$ cat src/rtl/rv32i_pkg.sv
// rv32i_pkg: shared funct3 encodings and LSU state type for the RV32I memory stage
package rv32i_pkg;
  localparam logic [2:0] F3_B  = 3'b000;
  localparam logic [2:0] F3_H  = 3'b001;
  localparam logic [2:0] F3_W  = 3'b010;
  localparam logic [2:0] F3_BU = 3'b100;
  localparam logic [2:0] F3_HU = 3'b101;
  typedef enum logic [1:0] {IDLE, REQ, DONE} lsu_state_e;
endpackage

$ cat src/rtl/lsu_load_extend.sv
// lsu_load_extend: picks the byte/half lane of a read word and sign/zero-extends it
//   rdata  in  read word from data memory
//   addr   in  low two bits of the effective address (lane select)
//   funct3 in  access size/sign
//   data   out extended load result
module lsu_load_extend
  import rv32i_pkg::*;
#(
  parameter int WIDTH = 32
) (
  input  logic [WIDTH-1:0] rdata,
  input  logic [1:0]       addr,
  input  logic [2:0]       funct3,
  output logic [WIDTH-1:0] data
);
  logic [7:0]  b;
  logic [15:0] h;
  always_comb begin
    b = rdata[{addr, 3'b000} +: 8];
    h = addr[1] ? rdata[WIDTH-1:16] : rdata[15:0];
    data = funct3 == F3_B  ? {{(WIDTH-8){b[7]}}, b} :
           funct3 == F3_H  ? {{(WIDTH-16){h[15]}}, h} :
           funct3 == F3_BU ? {{(WIDTH-8){1'b0}}, b} :
           funct3 == F3_HU ? {{(WIDTH-16){1'b0}}, h} : rdata;
  end
endmodule

$ cat src/rtl/lsu.sv
// lsu: RV32I load/store unit with a single-outstanding req/ack data-memory port
//   i_clk, i_rst_n                 clock, async active-low reset
//   i_valid, i_mem_rd, i_mem_wr    memory-stage instruction and its kind
//   i_funct3, i_alu_data, i_st_data access size/sign, effective address, store value
//   i_flush                        kill the memory-stage instruction
//   o_dmem_*, i_dmem_*             registered request port and its ack/read data
//   o_stall, o_done                pipeline hold and one-cycle completion pulse
//   o_ld_data, o_lsu_err           extended load result and error flag, valid with o_done
module lsu
  import rv32i_pkg::*;
#(
  parameter int WIDTH = 32
) (
  input  logic             i_clk,
  input  logic             i_rst_n,
  input  logic             i_valid,
  input  logic             i_mem_rd,
  input  logic             i_mem_wr,
  input  logic [2:0]       i_funct3,
  input  logic [WIDTH-1:0] i_alu_data,
  input  logic [WIDTH-1:0] i_st_data,
  input  logic             i_flush,
  output logic             o_dmem_req,
  output logic             o_dmem_we,
  output logic [WIDTH-1:0] o_dmem_addr,
  output logic [3:0]       o_dmem_be,
  output logic [WIDTH-1:0] o_dmem_wdata,
  input  logic             i_dmem_ack,
  input  logic [WIDTH-1:0] i_dmem_rdata,
  output logic             o_stall,
  output logic             o_done,
  output logic [WIDTH-1:0] o_ld_data,
  output logic             o_lsu_err
);
  lsu_state_e       state;
  logic             kill;
  logic [2:0]       f3_q;
  logic [1:0]       a_q;
  logic [1:0]       a;
  logic             op;
  logic             err;
  logic [3:0]       be;
  logic [WIDTH-1:0] wdata;
  logic [WIDTH-1:0] ext;
  assign a = i_alu_data[1:0];
  // funct3[1:0] encodes size (00 B, 01 H, 10 W); 11 and 11x are never legal,
  // and the unsigned variants make no sense for stores.
  always_comb begin
    op = i_valid & (i_mem_rd | i_mem_wr) & ~i_flush;
    err = (i_funct3[1:0] == 2'b11) | (i_funct3[2] & (i_funct3[1] | i_mem_wr))
        | ((i_funct3[1:0] == 2'b01) & a[0]) | ((i_funct3[1:0] == 2'b10) & (a != 2'b00));
    be = i_funct3[1:0] == 2'b00 ? 4'b0001 << a :
         i_funct3[1:0] == 2'b01 ? (a[1] ? 4'b1100 : 4'b0011) : 4'b1111;
    wdata = i_funct3[1:0] == 2'b00 ? {4{i_st_data[7:0]}} :
            i_funct3[1:0] == 2'b01 ? {2{i_st_data[15:0]}} : i_st_data;
  end
  assign o_stall = i_valid & (i_mem_rd | i_mem_wr) & (state != DONE) & ~((state == IDLE) & i_flush);
  assign o_done  = state == DONE;
  lsu_load_extend #(.WIDTH(WIDTH)) u_ext (
    .rdata  (i_dmem_rdata),
    .addr   (a_q),
    .funct3 (f3_q),
    .data   (ext)
  );
  always_ff @(posedge i_clk or negedge i_rst_n) begin
    if (!i_rst_n) begin
      state        <= IDLE;
      kill         <= 1'b0;
      f3_q         <= 3'b000;
      a_q          <= 2'b00;
      o_dmem_req   <= 1'b0;
      o_dmem_we    <= 1'b0;
      o_dmem_addr  <= '0;
      o_dmem_be    <= 4'b0000;
      o_dmem_wdata <= '0;
      o_ld_data    <= '0;
      o_lsu_err    <= 1'b0;
    end else begin
      case (state)
        IDLE: begin
          kill <= 1'b0;
          if (op) begin
            f3_q      <= i_funct3;
            a_q       <= a;
            o_lsu_err <= err;
            o_ld_data <= '0;
            if (err) state <= DONE;
            else begin
              state        <= REQ;
              o_dmem_req   <= 1'b1;
              o_dmem_we    <= i_mem_wr;
              o_dmem_addr  <= {i_alu_data[WIDTH-1:2], 2'b00};
              o_dmem_be    <= be;
              o_dmem_wdata <= wdata;
            end
          end
        end
        REQ: begin
          if (i_flush) kill <= 1'b1;
          // a flush arriving together with ack still kills the result
          if (i_dmem_ack) begin
            o_dmem_req <= 1'b0;
            o_ld_data  <= o_dmem_we ? '0 : ext;
            state      <= (kill | i_flush) ? IDLE : DONE;
          end
        end
        default: state <= IDLE;
      endcase
    end
  end
endmodule

$ cat config.mk
export PLATFORM = sky130hd
export DESIGN_NAME = lsu
export DESIGN_NICKNAME = d
export VERILOG_FILES = /design/src/rtl/rv32i_pkg.sv /design/src/rtl/lsu_load_extend.sv /design/src/rtl/lsu.sv
export SDC_FILE = /design/constraint.sdc
export NUM_CORES = 1
export LEC_CHECK = 0
export ABC_AREA = 0
export CORE_UTILIZATION = 39
export CTS_CLUSTER_DIAMETER = 150
export DETAILED_ROUTE_END_ITERATION = 6
export GPL_TIMING_DRIVEN = 0
export PLACE_DENSITY = 0.85
export RECOVER_POWER = 25
export SKIP_LAST_GASP = 1
export SYNTH_ARGS = -nofsm -noshare
export SYNTH_HDL_FRONTEND = slang
export SYNTH_SLANG_ARGS = --single-unit
$ cat constraint.sdc
create_clock -name i_clk -period 1.7 [get_ports i_clk]
set_input_delay 0.17 -clock i_clk [delete_from_list [all_inputs] [get_ports i_clk]]
set_output_delay 0.17 -clock i_clk [all_outputs]
set_load 0.05 [all_outputs]
==> flow_summary.toml, run 1 <==
[outcome]
status = "complete, but fails checks"
violations = "negative setup slack"

[floorplan]
rows = 41
die_h_um = 116
core_um2 = 12700
start_util_pct = 40.2
die_area_um2 = 13500
ioPinCount = 211
die_w_um = 116

[worst_setup_path]
crit_slowest_cell = "mux4_2"
cp-start-kind = "register"
path_delay_family = "compound AO/OA/AOI/OAI gates"
path_depth = 5
slowest_delay_ns = 0.56
critPathArrivalTime_ns = 1.95
critPathBufInv = 1
path_max_fanout = 4
end_kind = "register"
r2r_cells = 5
critPathKind = "register to register"
cp.required_ns = 1.93
cp_cell_sequence = "buf_6 -> mux4_2 -> o41ai_4 -> a31o_1 -> o221ai_2"

[sta]
fmax_mhz = 581
slew_viol_final = 0
fin_crit_sh_pct = 101
tightest_slew_ns = 1.12
skew_ns = 0.00552
min_period_ns = 1.72
rsz0062_at_grt = "true"
setup_viol = 2
maxSlewHeadroom_pct = 25.4
finalWorstSetupSlack_ns = -0.0214
hold_viol_final = 0

[clock_tree]
h-tree-depth = 3
numCtsBuffers = 9
clk_pin_slew_worst_paths_ns = 0.07
cts_root_buf = "clkbuf_16"
cts_tree = "yes"
clk_path_buf_depth = 2
insertion_delay_ns = 0.36
cts_sinks = 109

[detailed_routing]
drt-initial-drc-count = 250
vias_per_cell = 5.32
routed_wl_um = 15900
vias = 4626
drc = 0
wl_per_cell_um = 18.3
drtAntennaViolNets = 0
dr.pass1.iters = 5

[finish]
fillers = 997
final_cells = 869
area_delta_synth_final_pct = 57.1
layout.nets = 798
post-route-util_pct = 63.2
final_layout_size_suffix_gt1_share_pct = 18.8
num_antenna_cells = 0

[placement]
port_buffers = 207
gp_congestion = 0.892
dp.cells = 840
hpwl_um = 11500

[worst_hold_path]
hold_path_depth = 2
hold_class = "primary input to register"

[synth]
synth_top_family_by_area = "compound AO/OA/AOI/OAI gates"
synth_edf_count = 0
syn_inst = 459
synth.top_cells.by_count = "dfrtp_1 (109), nand2_1 (52), o21ai_0 (49), mux2_2 (43), mux2i_1 (24)"
synth.avg_cell_area_um2 = 11.1
synth_area_leader_cell = "dfrtp_1"
synth_warnings = 0
yosys.area_share.simple_pct = 10.8
synthFlopType = "dfrtp_1"
yosysMostFrequentCell = "dfrtp_1"
synth-compound-area-share_pct = 16.3
synth_xor_area_share_pct = 0
ys_types = 47
synthAdderAreaFrac_pct = 0
synth_top_area_share_pct = 53.5
yosysSeqAreaShare_pct = 53.5
synth_seq_cells = 109
async_reset_ff_share_pct = 100
netlist_area_um2 = 5100
muxShareOfSynthArea_pct = 15.5
synth_area_leaders = "dfrtp_1 (53%), mux2_2 (9.5%), o21ai_0 (4.8%), mux2i_1 (4.7%), nand2_1 (3.8%)"

[run]
cap_violations = 0

[global_route]
grt_pass1_vias = 4601
grt_overflow_total = 0
antenna_found_initial = 0
grt_usage_pct = 22.7
grt_pass1_wl_um = 23200
grt_max_degree = 62

[power_and_ir_drop]
irDropWorstVdd_uv = 825
powerDensity_nw_per_um2 = 1390
power.leakage_nw = 4.10
## layout make-up
cell class              instances  area, um2  area share, %
plain buffers                  29        191           2.39
clock buffers                  10        239           2.98
clock inverters                 6       62.6          0.781
inverters                       8       30.0          0.375
multi-input cells             310       2260           28.2
flip-flops and latches        109       2730           34.1
well taps                     172        215           2.69
repair buffers                225       2280           28.5
## final timing paths
check	startpoint	to	slack (ns)
setup reg to reg	a_q[0]	o_ld_data[7]	-0.02
hold reg to reg	o_dmem_wdata[30]	o_dmem_wdata[30]	0.48
hold / removal	i_alu_data[23]	o_dmem_addr[23]	0.42
max in group asynchronous	i_rst_n	f3_q[0]	0.24
setup / recovery	a_q[0]	o_ld_data[7]	-0.02
min in group asynchronous	i_rst_n	kill	0.58
## stage by stage
stage                     setup TNS [ns]  hold WS, ns  instance area, um2  power (mW)  setup WS, ns
after global placement           -435.68        0.465                7400        9.02         -3.94
after global routing               -1.46        0.415                8010        11.6       -0.0683
after detailed placement          -53.14        0.238                7420        9.16        -0.727
after CTS                         -0.835        0.413                7760        11.1       -0.0878
after floorplan                  -0.0239       -0.126                5110        7.11       -0.0239
final                            -0.0288        0.423                8010        11.1       -0.0214
## registers in the layout (all words and copies together), names as in the netlist
name          count
o_dmem_wdata     32
o_ld_data        32
o_dmem_addr      30
o_dmem_be         4
f3_q              3
a_q               2
state             2
kill              1
o_dmem_req        1
o_dmem_we         1
o_lsu_err         1
## power by group
group	leakage [nW]	switching [mW]	internal (mW)	total, mW
Clock	0.140	0.964	1.18	2.14
Combinational	2.58	3.57	1.75	5.32
Sequential	1.38	0.395	3.26	3.66
## worst reg2reg max path, delay by kind of cell (launching register included)
| kind | cells | cell delay [ns] |
|---|---|---|
| buffers and inverters | 1 | 0.12 |
| flip-flops | 1 | 0.34 |
| AO/OA/AOI/OAI | 3 | 0.58 |
| multiplexers | 1 | 0.56 |
## cell usage in the layout, fill, tap and decap left out, types with 3 or more instances in the layout
cell             instances
a211o_1                  5
a21oi_1                 15
a22o_1                  16
and3b_1                  3
buf_2                    6
buf_4                   14
buf_6                    3
buf_8                    4
clkbuf_1                 4
clkbuf_16               11
clkbuf_2                11
clkdlybuf4s50_1        107
clkinvlp_4               3
dfrtp_1                105
dfrtp_2                  4
dlygate4sd2_1           61
dlymetal6s2s_1          36
inv_1                    8
mux2_2                  43
mux2_4                   3
mux2i_1                 24
nand2_1                 50
nand2b_1                15
nor2_1                  17
nor2b_1                  6
nor3_1                   3
o211ai_1                 3
o21a_1                   9
o21ai_0                 39
o21ai_1                  4
o21ai_2                  6
o22ai_1                  9
o31ai_1                  5
or3_1                    6
## per-layer routing
layer | up-vias | track usage [%] | part of all wire (%)
li1 | 2098 | - | -
met1 | 2276 | 27.2 | 40
met2 | 214 | 38.4 | 50
met3 | 38 | 4.72 | 6.7
met4 | 0 | 12.0 | 3.2
met5 | - | 0 | 0
## logic make-up after synthesis
kind of cell           after synthesis
buffers and inverters               41
AND/OR/NAND/NOR                    112
AO/OA/AOI/OAI                      125
multiplexers                        71
other                                1
flip-flops                         109
## what timing repair did
action                                 4_1_cts  5_1_grt
gates cloned                                 0        2
setup endpoints to repair                  160      108
gates resized for setup                     89       72
pin swaps                                    4        6
endpoints found under the hold margin       48        0
buffers inserted                            10        4
hold buffers                                 1        0
(Power assumes the default switching activity.)
==> run 2, diff against run 1 <==
--- a/config.mk
+++ b/config.mk
@@ -6,6 +6,8 @@
 export NUM_CORES = 1
 export LEC_CHECK = 0
 export ABC_AREA = 0
+export CAP_MARGIN = 10
+export CORE_MARGIN = 5
 export CORE_UTILIZATION = 39
 export CTS_CLUSTER_DIAMETER = 150
 export DETAILED_ROUTE_END_ITERATION = 6
==> flow_summary.toml, run 2 (synthesized netlist as in run 1, its figures left out) <==
[clock_tree]
cts_tree = "yes"
cts_root_buf = "clkbuf_16"
insertion_delay_ns = 0.36
clk_path_buf_depth = 2
cts_sinks = 109
h-tree-depth = 3
clk_pin_slew_worst_paths_ns = 0.07
numCtsBuffers = 9

[power_and_ir_drop]
powerDensity_nw_per_um2 = 1430
fin_total_pwr_mw = 11.5
irDropWorstVdd_uv = 898
power.leakage_nw = 4.07

[global_route]
grt_pass1_vias = 4956
grt_pass1_wl_um = 26600
antenna_found_initial = 0
grt_overflow_total = 0
grt_usage_pct = 21.2
grt_max_degree = 59

[placement]
dp.cells = 840
port_buffers = 207
gp_congestion = 0.842
dpl_worst_slack_ns = -0.701
hpwl_um = 12600
postPlaceCellArea_um2 = 7420

[sta]
fmax_mhz = 562
maxSlewHeadroom_pct = 32.1
hold_viol_final = 0
finalWorstSetupSlack_ns = -0.0791
fin_crit_sh_pct = 105
tightest_slew_ns = 1.01
slew_viol_final = 0
skew_ns = 0.0106
min_period_ns = 1.78
rsz0062_at_grt = "true"
setup_viol = 19

[worst_setup_path]
cp-start-kind = "register"
critPathArrivalTime_ns = 2.00
cp.required_ns = 1.92
critPathKind = "register to register"
path_max_fanout = 4
end_kind = "register"

[floorplan]
ioPinCount = 211
rows = 41
start_util_pct = 40.1
core_um2 = 12700
die_w_um = 124
die_area_um2 = 15500
die_h_um = 124

[finish]
layout.nets = 799
num_antenna_cells = 0
fillers = 1036
final_common_cell = "dfrtp_1"
area_delta_synth_final_pct = 57.1
final_cells = 870
top_regs = "o_dmem_wdata x32, o_ld_data x32, o_dmem_addr x30"
final_layout_size_suffix_gt1_share_pct = 18.6
final_cell_mix = "dfrtp_1 (105), clkdlybuf4s50_1 (102), dlygate4sd2_1 (71)"
final_area_um2 = 8010

[detailed_routing]
drc = 0
vias = 4699
drtAntennaViolNets = 0
dr.pass1.iters = 5
routed_wl_um = 17200
drt-initial-drc-count = 408
wl_per_cell_um = 19.7
vias_per_cell = 5.40

[worst_hold_path]
hold_class = "primary input to register"

[outcome]
status = "complete, but fails checks"
violations = "negative setup slack"

[run]
cap_violations = 0
## run 2: path summary, 6_finish.rpt
path,from,endpoint,slack (ns),cells after the start
setup / recovery,a_q[0],o_ld_data[7],-0.08,6
hold reg to reg,o_dmem_wdata[15],o_dmem_wdata[15],0.49,2
hold / removal,i_mem_wr,o_dmem_we,0.22,2
max in group asynchronous,i_rst_n,o_dmem_addr[18],0.58,3
min in group asynchronous,i_rst_n,o_ld_data[31],0.41,2
setup reg to reg,a_q[0],o_ld_data[7],-0.08,6
## run 2: critical path, cell delays in order, from the launching register on
cell	delay [ns]
dfrtp_1	0.34
buf_6	0.11
mux4_2	0.55
o41ai_4	0.24
buf_4	0.17
a31o_1	0.12
o221ai_1	0.10
## run 2: repair_timing
item / in CTS / in global routing
pin swaps: 6 / 11
setup buffers: 8 / 8
resized for setup: 98 / 64
endpoints found under the hold margin: 51 / 0
endpoints found under the setup margin: 170 / 115
hold buffers: 1 / 0
## run 2: cell type report
class	count	area (um2)	share of cell area [%]
sequential	109	2730	34.1
buffer	30	186	2.33
clock buffer	13	270	3.37
timing repair buffer	225	2220	27.7
multi-input combinational	310	2270	28.3
clock inverter	3	90.1	1.12
inverter	8	30.0	0.375
tap	172	215	2.69
## run 2: per-layer routing
metal | global-route usage [%] | routed length [um]
met1 | 24.6 | 6620
met2 | 36.5 | 8750
met3 | 6.90 | 1400
met5 | 0 | 0
met4 | 7.48 | 385
## run 2: where the power goes
part	switching, mW	total (mW)	leakage [nW]	internal, mW
combinational	3.61	5.32	2.51	1.71
clock	0.954	2.52	0.176	1.56
sequential	0.398	3.66	1.38	3.26
total	4.96	11.5	4.07	6.54
## run 2: per-stage QoR
step	hold slack (ns)	utilization [%]	TNS [ns]
global placement	0.464	58.1	-439.87
detailed placement	0.253	58.3	-51.96
floorplan	-0.126	-	-0.0239
finish	0.219	63.0	-0.986
global route	0.238	63.0	-2.32
CTS	0.412	61.4	-1.84
